[src/rtl/noise_src.sv]
// noise_src: pseudo-random noise bit source for the display pattern generator.
// Two maximal-length LFSRs (32-bit A, 31-bit B) are XOR-combined into an 8-bit
// word. The word is compared against a density threshold to give one noise bit
// per enabled pixel clock. A windowed ones-count reports the output bias.
module noise_src #(
  parameter logic [31:0] SEED_A   = 32'hACE1_2468,
  parameter logic [30:0] SEED_B   = 31'h1357_9BDF,
  parameter int unsigned WIN_LOG2 = 16
) (
  input  logic                pix_clk,
  input  logic                reset,
  input  logic                en,
  input  logic                frame_start,
  input  logic                reseed_on_frame,
  input  logic                seed_load,
  input  logic [31:0]         seed_in,
  input  logic [7:0]          density,
  output logic                rnd,
  output logic                rnd_valid,
  output logic [31:0]         state_a,
  output logic [WIN_LOG2:0]   bias_meas,
  output logic                bias_valid
);

  localparam logic [WIN_LOG2-1:0] WIN_LAST = {WIN_LOG2{1'b1}};
  localparam logic [WIN_LOG2-1:0] WIN_ONE  = {{(WIN_LOG2-1){1'b0}}, 1'b1};

  // x^32 + x^22 + x^2 + x + 1, Fibonacci form
  function automatic logic [31:0] lfsr_a_step(input logic [31:0] a);
    return {a[30:0], a[31] ^ a[21] ^ a[1] ^ a[0]};
  endfunction

  // x^31 + x^28 + 1, Fibonacci form
  function automatic logic [30:0] lfsr_b_step(input logic [30:0] b);
    return {b[29:0], b[30] ^ b[27]};
  endfunction

  logic [31:0]         a_q, a_d;
  logic [30:0]         b_q, b_d;
  logic                rnd_q, rnd_d;
  logic                rnd_valid_q, rnd_valid_d;
  logic [WIN_LOG2-1:0] win_cnt_q, win_cnt_d;
  logic [WIN_LOG2:0]   acc_q, acc_d;
  logic [WIN_LOG2:0]   bias_meas_q, bias_meas_d;
  logic                bias_valid_q, bias_valid_d;

  logic [7:0]          word_s;
  logic [30:0]         seed_mix_s;
  logic [WIN_LOG2:0]   rnd_ext_s;

  assign word_s     = a_q[7:0] ^ b_q[7:0];
  assign seed_mix_s = seed_in[30:0] ^ SEED_B;
  assign rnd_ext_s  = {{WIN_LOG2{1'b0}}, rnd_q};

  // Output bit: computed from the pre-update LFSR state whenever en is high,
  // so loads and reseeds never leave a gap in the stream.
  always_comb begin
    rnd_d       = rnd_q;
    rnd_valid_d = 1'b0;
    if (en) begin
      rnd_d       = (word_s < density);
      rnd_valid_d = 1'b1;
    end else begin
      rnd_d       = rnd_q;
      rnd_valid_d = 1'b0;
    end
  end

  // LFSR next state: seed_load beats frame reseed beats a normal step.
  // Zero loads are replaced by the seed parameter so neither LFSR can lock up.
  always_comb begin
    a_d = a_q;
    b_d = b_q;
    if (seed_load) begin
      a_d = (seed_in == 32'd0) ? SEED_A : seed_in;
      b_d = (seed_mix_s == 31'd0) ? SEED_B : seed_mix_s;
    end else if (frame_start && reseed_on_frame) begin
      a_d = SEED_A;
      b_d = SEED_B;
    end else if (en) begin
      a_d = lfsr_a_step(a_q);
      b_d = lfsr_b_step(b_q);
    end else begin
      a_d = a_q;
      b_d = b_q;
    end
  end

  // Bias window: count valid output cycles, accumulate ones, publish on the last.
  always_comb begin
    win_cnt_d    = win_cnt_q;
    acc_d        = acc_q;
    bias_meas_d  = bias_meas_q;
    bias_valid_d = 1'b0;
    if (rnd_valid_q) begin
      if (win_cnt_q == WIN_LAST) begin
        bias_meas_d  = acc_q + rnd_ext_s;
        bias_valid_d = 1'b1;
        win_cnt_d    = {WIN_LOG2{1'b0}};
        acc_d        = {(WIN_LOG2+1){1'b0}};
      end else begin
        win_cnt_d    = win_cnt_q + WIN_ONE;
        acc_d        = acc_q + rnd_ext_s;
        bias_meas_d  = bias_meas_q;
        bias_valid_d = 1'b0;
      end
    end else begin
      win_cnt_d    = win_cnt_q;
      acc_d        = acc_q;
      bias_meas_d  = bias_meas_q;
      bias_valid_d = 1'b0;
    end
  end

  // State registers with synchronous reset.
  always_ff @(posedge pix_clk) begin
    if (reset) begin
      a_q          <= SEED_A;
      b_q          <= SEED_B;
      rnd_q        <= 1'b0;
      rnd_valid_q  <= 1'b0;
      win_cnt_q    <= {WIN_LOG2{1'b0}};
      acc_q        <= {(WIN_LOG2+1){1'b0}};
      bias_meas_q  <= {(WIN_LOG2+1){1'b0}};
      bias_valid_q <= 1'b0;
    end else begin
      a_q          <= a_d;
      b_q          <= b_d;
      rnd_q        <= rnd_d;
      rnd_valid_q  <= rnd_valid_d;
      win_cnt_q    <= win_cnt_d;
      acc_q        <= acc_d;
      bias_meas_q  <= bias_meas_d;
      bias_valid_q <= bias_valid_d;
    end
  end

  assign rnd        = rnd_q;
  assign rnd_valid  = rnd_valid_q;
  assign state_a    = a_q;
  assign bias_meas  = bias_meas_q;
  assign bias_valid = bias_valid_q;

endmodule

[config.mk]
export PLATFORM = sky130hd
export DESIGN_NAME = noise_src
export DESIGN_NICKNAME = d
export VERILOG_FILES = /design/src/rtl/noise_src.sv
export SDC_FILE = /design/constraint.sdc
export NUM_CORES = 1
export LEC_CHECK = 0
export ABC_AREA = 1
export CAP_MARGIN = 40
export CELL_PAD_IN_SITES_DETAIL_PLACEMENT = 1
export CELL_PAD_IN_SITES_GLOBAL_PLACEMENT = 1
export CORE_MARGIN = 8
export CORE_UTILIZATION = 42
export CTS_BUF_LIST = sky130_fd_sc_hd__clkbuf_8
export DETAILED_ROUTE_END_ITERATION = 10
export HOLD_SLACK_MARGIN = 0.1
export PLACE_DENSITY_LB_ADDON = 0.1
export SLEW_MARGIN = 20
export SYNTH_ARGS = -nofsm -noshare
export SYNTH_HDL_FRONTEND = slang
export SYNTH_SLANG_ARGS = --single-unit
[constraint.sdc]
create_clock -name pix_clk -period 3.05 [get_ports pix_clk]
set_input_delay 0.305 -clock pix_clk [delete_from_list [all_inputs] [get_ports pix_clk]]
set_output_delay 0.305 -clock pix_clk [all_outputs]
set_load 0.02 [all_outputs]
==> run_results.csv, run 1 <==
group,metric,value,unit
worst_setup_path,critPathKind,"primary input to flop",
timing,clock_skew,0.0102,ns
worst_setup_path,path_max_fanout,50,
timing,fin_setup_tns,0,ns
worst_setup_path,crit_family,"buffers and inverters",
synth,syn_area_per_cell,6.55,um2
worst_setup_path,crit_slowest_cell,"clkdlybuf4s50_1",
die,start_util,42.5,%
cells_and_area,drive_gt1_share,5.78,%
worst_setup_path,crit_path_end_kind,"flop",
clocking,cts_setup_buffers,0,
cells_and_area,nets,1029,
detailed_routing,vias_per_cell,5.27,
timing,slew_headroom,47.4,%
timing,period_share,66.4,%
detailed_routing,drt-pass1-iter-count,4,
power,powerDensity,515,nW/um2
clocking,numCtsBuffers,17,
cells_and_area,antenna_cells,0,
detailed_routing,via_count,6147,
clocking,cts_resized,0,
synth,ys_seq_area_share,39.8,%
detailed_routing,routed_wl,19.7,mm
clocking,cts.sinks,116,
grt,grt_usage,22.3,%
timing,worstMarginPinSlew,0.787,ns
worst_setup_path,crit_chain,"clkdlybuf4s50_1 > nand2_1 > nand2_4 > inv_2 > nand2_2 > buf_4 > o21ai_0 > a21oi_1",
timing,rsz0062_at_grt,"false",
synth,syn_area,5830,um2
grt,globalRoute.totalOverflow,0,
worst_setup_path,worst_setup_path_start_kind,"primary input",
detailed_routing,drc_errors,0,
power,p_leak,0.00341,uW
hold_path,hp-class,"flop to flop",
worst_setup_path,cp_data_required_time,3.43,ns
clocking,cts.htree.levels,4,
timing,fin_crit,2.02,ns
clocking,postCtsHoldBufs,0,
die,io-pin-count,98,
clocking,cts_tree,"built",
worst_setup_path,cp.arrival,2.40,ns
die,die_h,134,um
clocking,clk_pin_slew,0.07,ns
placed_design,hpwl,14.2,mm
die,coreArea,13700,um2
cells_and_area,area_delta_synth_final,26.4,%
synth,synth_fp_nets,946,
worst_setup_path,cp.buffers_inverters,3,
die,dieArea,17900,um2
status,status,"complete, no violations",
grt,antenna_found_initial,0,
timing,drv_slew,0,
placed_design,port_buffers,97,
grt,grt_pass1_vias,6753,
detailed_routing,avgRoutedWirePerCell,16.9,um
grt,grt_first_pass_wirelength,32.7,mm
worst_setup_path,crit_path_max_incr_delay,0.45,ns
power,total_power,3790,uW
clocking,clk_latency,0.45,ns
power,irDropWorstVdd,0.283,mV
synth,syn_inst,890,
timing,max_freq,494,MHz
die,num_rows,43,
synth,synthDistinctLibCells,30,
synth,ys_warn_count,0,
die,die_x,134,um
detailed_routing,drtIter0Drc,379,
placed_design,gp_congestion,0.897,
timing,hold_viol,0,
synth,ys_ff_latch,116,
run,maxCapViolCount,0,
cells_and_area,fill_cells,1846,
detailed_routing,ant_nets,0,
clocking,root_buffer,"clkbuf_8",
clocking,cts_buffer_depth,2,
grt,grt_max_degree,60,
timing,setup_violations,0,
-- power breakdown --
group / switching, uW / internal, uW / total, uW
logic: 328 / 228 / 556
clock network: 635 / 957 / 1590
registers: 58.8 / 1580 / 1640
-- through the flow --
stage | instances | hold WS [ns] | area (um2) | worst slack, ns | util [%]
3_3_place_gp | 1133 | 0.427 | 6900 | 0.665 | 50.3
3_5_place_dp | 1133 | 0.439 | 6900 | 0.565 | 50.3
5_1_grt | 1166 | 0.471 | 7370 | 0.827 | 53.7
4_1_cts | 1165 | 0.454 | 7350 | 0.969 | 53.6
6_report | 1166 | 0.451 | 7370 | 1.03 | 53.7
2_1_floorplan | 890 | 0.422 | 5830 | 1.39 | -
-- state kept, by name, indices dropped and copies added (netlist names) --
signal and flops:
win_cnt_q 16, rnd_valid 1, rnd 1, bias_valid 1, bias_meas 17, acc_q 17, state_a 32, b_q 31
-- cells in the mapped netlist (all sizes together) --
library cell  count  area [um2]
a21oi            50         250
nor2             80         325
nor3             11        66.3
clkbuf           31         116
xor2             18         158
xnor2             5        43.8
nand4            12        81.3
nor3b             1        7.51
buf              10        56.3
nand2           310        1190
a221oi            5        43.8
nor4              1        6.26
inv             104         390
nand3            23         115
dfxtp           116        2320
ha               10         125
o21ai            90         450
nand3b            2        15.0
o22ai            11        68.8
-- cell families after synthesis --
| group | count (synthesis) | share of synthesized area (%) |
|---|---|---|
| AO/OA/AOI/OAI | 156 | 14.0 |
| XOR/XNOR | 23 | 3.46 |
| adder cells (fa/ha/maj) | 10 | 2.15 |
| buffers and inverters | 145 | 9.66 |
| flip-flops | 116 | 39.8 |
| AND/OR/NAND/NOR | 440 | 30.9 |
-- placed cells by master (no fill, tap or decap), drive strengths merged, types with 12 or more instances in the layout --
cell type and n:
xor2 18, nor2 80, dfxtp 116, o21ai 90
nand2 310, clkbuf 24, nand3 23, a21oi 50
nand4 12, inv 105, clkdlybuf4s50 97
-- area by class of cell --
| cell class | count | area, um2 | area share (%) |
|---|---|---|---|
| clock buffers | 24 | 330 | 4.48 |
| clock inverters | 8 | 120 | 1.63 |
| inverters | 104 | 390 | 5.30 |
| multi-input cells | 629 | 2940 | 40.0 |
| flip-flops and latches | 116 | 2320 | 31.5 |
| well taps | 180 | 225 | 3.06 |
| repair buffers | 105 | 1030 | 14.0 |
-- routing by layer --
metal	track usage (%)	vias up	part of all wire (%)	routed length (um)
li1	-	2974	-	-
met1	23.8	2964	40	7830
met2	40.9	162	53	10400
met3	4.94	47	4.3	837
met4	10.7	0	3.0	582
met5	0	-	0	0
-- worst min-delay path: cells and delay by family, from the launching register on --
kind          cells  cell delay (ns)
flops             1             0.31
simple gates      2             0.10
-- final timing paths --
| check | slack (ns) | startpoint | endpoint | depth (start not counted) |
|---|---|---|---|---|
| setup / recovery | 1.03 | frame_start | state_a[2] | 8 |
| hold / removal | 0.45 | bias_meas[2] | bias_meas[2] | 2 |
| setup reg to reg | 1.03 | rnd_valid | bias_meas[14] | 10 |
| hold reg to reg | 0.45 | bias_meas[2] | bias_meas[2] | 2 |
(Power assumes the default switching activity.)
==> inputs of run 2 (changes only) <==
--- a/config.mk
+++ b/config.mk
@@ -10,7 +10,7 @@
 export CELL_PAD_IN_SITES_DETAIL_PLACEMENT = 1
 export CELL_PAD_IN_SITES_GLOBAL_PLACEMENT = 1
 export CORE_MARGIN = 8
-export CORE_UTILIZATION = 42
+export CORE_UTILIZATION = 35
 export CTS_BUF_LIST = sky130_fd_sc_hd__clkbuf_8
 export DETAILED_ROUTE_END_ITERATION = 10
 export HOLD_SLACK_MARGIN = 0.1
==> constraint.sdc (replaced) <==
create_clock -name pix_clk -period 1.7 [get_ports pix_clk]
set_input_delay 0.17 -clock pix_clk [delete_from_list [all_inputs] [get_ports pix_clk]]
set_output_delay 0.17 -clock pix_clk [all_outputs]
set_load 0.02 [all_outputs]
==> run 2 against run 1 <==
  * Power is 67% higher
  * Critical path type is now flop to flop
  * First-iteration DRC count fell by 56%
  * Worst hold slack got worse by 0.047 ns
  * Die area up 18%
==> run_results.csv, run 2 (same netlist as run 1, synthesis figures left out) <==
group,metric,value,unit
power,p_leak,0.00388,uW
clocking,numCtsBuffers,17,
worst_setup_path,cp.buffers_inverters,3,
power,clkPwrFrac,36.3,%
die,io-pin-count,98,
die,die_h,145,um
power,irDropWorstVdd,0.428,mV
cells_and_area,largest_reg_flops,32,
clocking,cts_buffer_depth,2,
clocking,cts.sinks,116,
detailed_routing,via_count,6171,
status,status,"complete, no violations",
power,powerDensity,785,nW/um2
cells_and_area,nets,1082,
worst_setup_path,r2r-end,"bias_meas[14]",
worst_setup_path,r2r_cells,12,
power,p_switching,1860,uW
die,num_rows,47,
cells_and_area,layout_commonest_cell,"nand2_1",
worst_setup_path,path_max_fanout,5,
grt,globalRoute.totalOverflow,0,
timing,rsz0062_at_grt,"true",
power,netSwitchingFraction,29.5,%
cells_and_area,fill_cells,2130,
worst_setup_path,crit_start,"win_cnt_q[0]",
cells_and_area,drive_gt1_share,14.2,%
clocking,clk_latency,0.44,ns
die,coreArea,16400,um2
placed_design,gp_congestion,0.841,
power,p_int,4460,uW
grt,antenna_found_initial,0,
worst_setup_path,critPathKind,"flop to flop",
cells_and_area,final_cell_mix,"nand2_1, dfxtp_1, inv_1",
timing,period_share,99.5,%
worst_setup_path,crit_path_end_kind,"flop",
timing,slew_headroom,69.2,%
worst_setup_path,cp_data_required_time,2.09,ns
clocking,postCtsHoldBufs,0,
clocking,root_buffer,"clkbuf_8",
worst_setup_path,crit_chain,"ha_4 > nand2_4 > nor2_4 > nand2_4 > nor2_4 > nand2_2 > buf_6 > nor3_4 > buf_6 > clkbuf_16 > nand2_4 > nand2_2",
worst_setup_path,rrSetupSlack,0.009,ns
detailed_routing,ant_nets,0,
run,maxCapViolCount,0,
timing,worstMarginPinSlew,0.461,ns
placed_design,pre_cts_ws,-0.181,ns
worst_setup_path,worst_setup_path_start_kind,"flop",
worst_setup_path,cp.arrival,2.08,ns
timing,clock_skew,0.00955,ns
die,dieArea,21000,um2
clocking,cts_tree,"built",
timing,setup_slack,0.00898,ns
timing,drv_slew,0,
timing,fin_setup_tns,0,ns
die,start_util,35.5,%
detailed_routing,routed_wl,20.2,mm
worst_setup_path,cpMostUsedCell,"nand2_4",
detailed_routing,drtIter0Drc,165,
grt,grt_first_pass_wirelength,32.5,mm
timing,fin_crit,1.69,ns
cells_and_area,area_delta_synth_final,38.2,%
worst_setup_path,crit_path_max_incr_delay,0.35,ns
placed_design,port_buffers,97,
detailed_routing,avgRoutedWirePerCell,16.0,um
die,die_x,145,um
detailed_routing,vias_per_cell,4.90,
power,pwr-share-seq,46.4,%
detailed_routing,drt-pass1-iter-count,4,
timing,hold_viol,0,
worst_setup_path,crit_slowest_cell,"dfxtp_2",
grt,grt_max_degree,45,
hold_path,hold_path_depth,3,
placed_design,hpwl,14.6,mm
worst_setup_path,crit_family,"simple AND/OR/NAND/NOR gates",
hold_path,holdPathEnd,"state_a[30]",
grt,grt_usage,18.8,%
clocking,cts.htree.levels,4,
worst_setup_path,worstReg2RegStart,"win_cnt_q[0]",
detailed_routing,drc_errors,0,
hold_path,hp-class,"primary input to flop",
power,combPwrFrac,17.3,%
timing,setup_violations,0,
hold_path,hp-start,"seed_in[30]",
clocking,clk_pin_slew,0.07,ns
cells_and_area,fin_util,49.1,%
timing,max_freq,591,MHz
grt,grt_pass1_vias,6369,
cells_and_area,antenna_cells,0,
[run 2: cell types whose count changed in the layout (fill, tap and decap cells not counted), sizes merged]
cell	delta
dlymetal6s2s	+3
bufinv	-3
clkinvlp	+1
clkdlybuf4s50	-12
clkbuf	-1
buf	+51
clkinv	+4
dlygate4sd2	+9
inv	+1
[run 2: stage by stage]
step	instances	power, uW	hold slack [ns]	instance area (um2)
after floorplan	890	3540	0.304	5830
after global placement	1216	4080	0.430	7360
after detailed placement	1216	4100	0.434	7360
after CTS	1248	6410	0.375	7730
after global routing	1259	6660	0.378	8050
final	1259	6320	0.404	8050
[run 2: routing by layer]
layer	wire (um)	part of all wire [%]	GRT usage, %
met4	380	1.9	5.52
met2	10400	51	33.9
met5	0	0	0
met3	697	3.5	4.91
met1	8710	43	21.4
[run 2: area by class of cell]
cell class	instances	area [um2]	area share, %
Clock buffer	21	289	3.59
Clock inverter	11	61.3	0.761
Inverter	104	390	4.85
Multi-Input combinational cell	629	3140	39.0
Sequential cell	116	2330	28.9
Tap cell	220	275	3.42
Timing Repair Buffer	158	1570	19.5
[run 2: power groups by stage]
stage / sequential, uW / clock (uW) / combinational [uW]
2_1_floorplan: 3050 / 0 / 490
6_report: 2940 / 2300 / 1090
5_1_grt: 2950 / 2500 / 1220
3_5_place_dp: 2990 / 0 / 1100
4_1_cts: 2930 / 2370 / 1100
3_3_place_gp: 2990 / 0 / 1080
[run 2: what timing repair did]
item,4_1_cts,5_1_grt
gates resized for setup,18,59
gates cloned,0,3
pin swaps,1,19
buffers inserted,0,8
setup endpoints to repair,45,31
[run 2: how the worst max path moves through the flow]
| stage | endpoint | slack, ns | cells past startpoint |
|---|---|---|---|
| 6_report | bias_meas[14] | 0.009 | 12 |
| 2_1_floorplan | acc_q[8] | 0.04 | 9 |
| 3_3_place_gp | acc_q[8] | -0.16 | 8 |
| 3_5_place_dp | acc_q[8] | -0.18 | 8 |
| 5_1_grt | bias_meas[11] | -0.11 | 12 |
| 4_1_cts | acc_q[14] | -0.01 | 9 |
[run 2: worst register-to-register path, cell delays in order (launching register included)]
cell	delay (ns)
dfxtp_2	0.35
ha_4	0.15
nand2_4	0.06
nor2_4	0.12
nand2_4	0.08
nor2_4	0.11
nand2_2	0.07
buf_6	0.12
nor3_4	0.16
buf_6	0.15
clkbuf_16	0.16
nand2_4	0.05
nand2_2	0.07
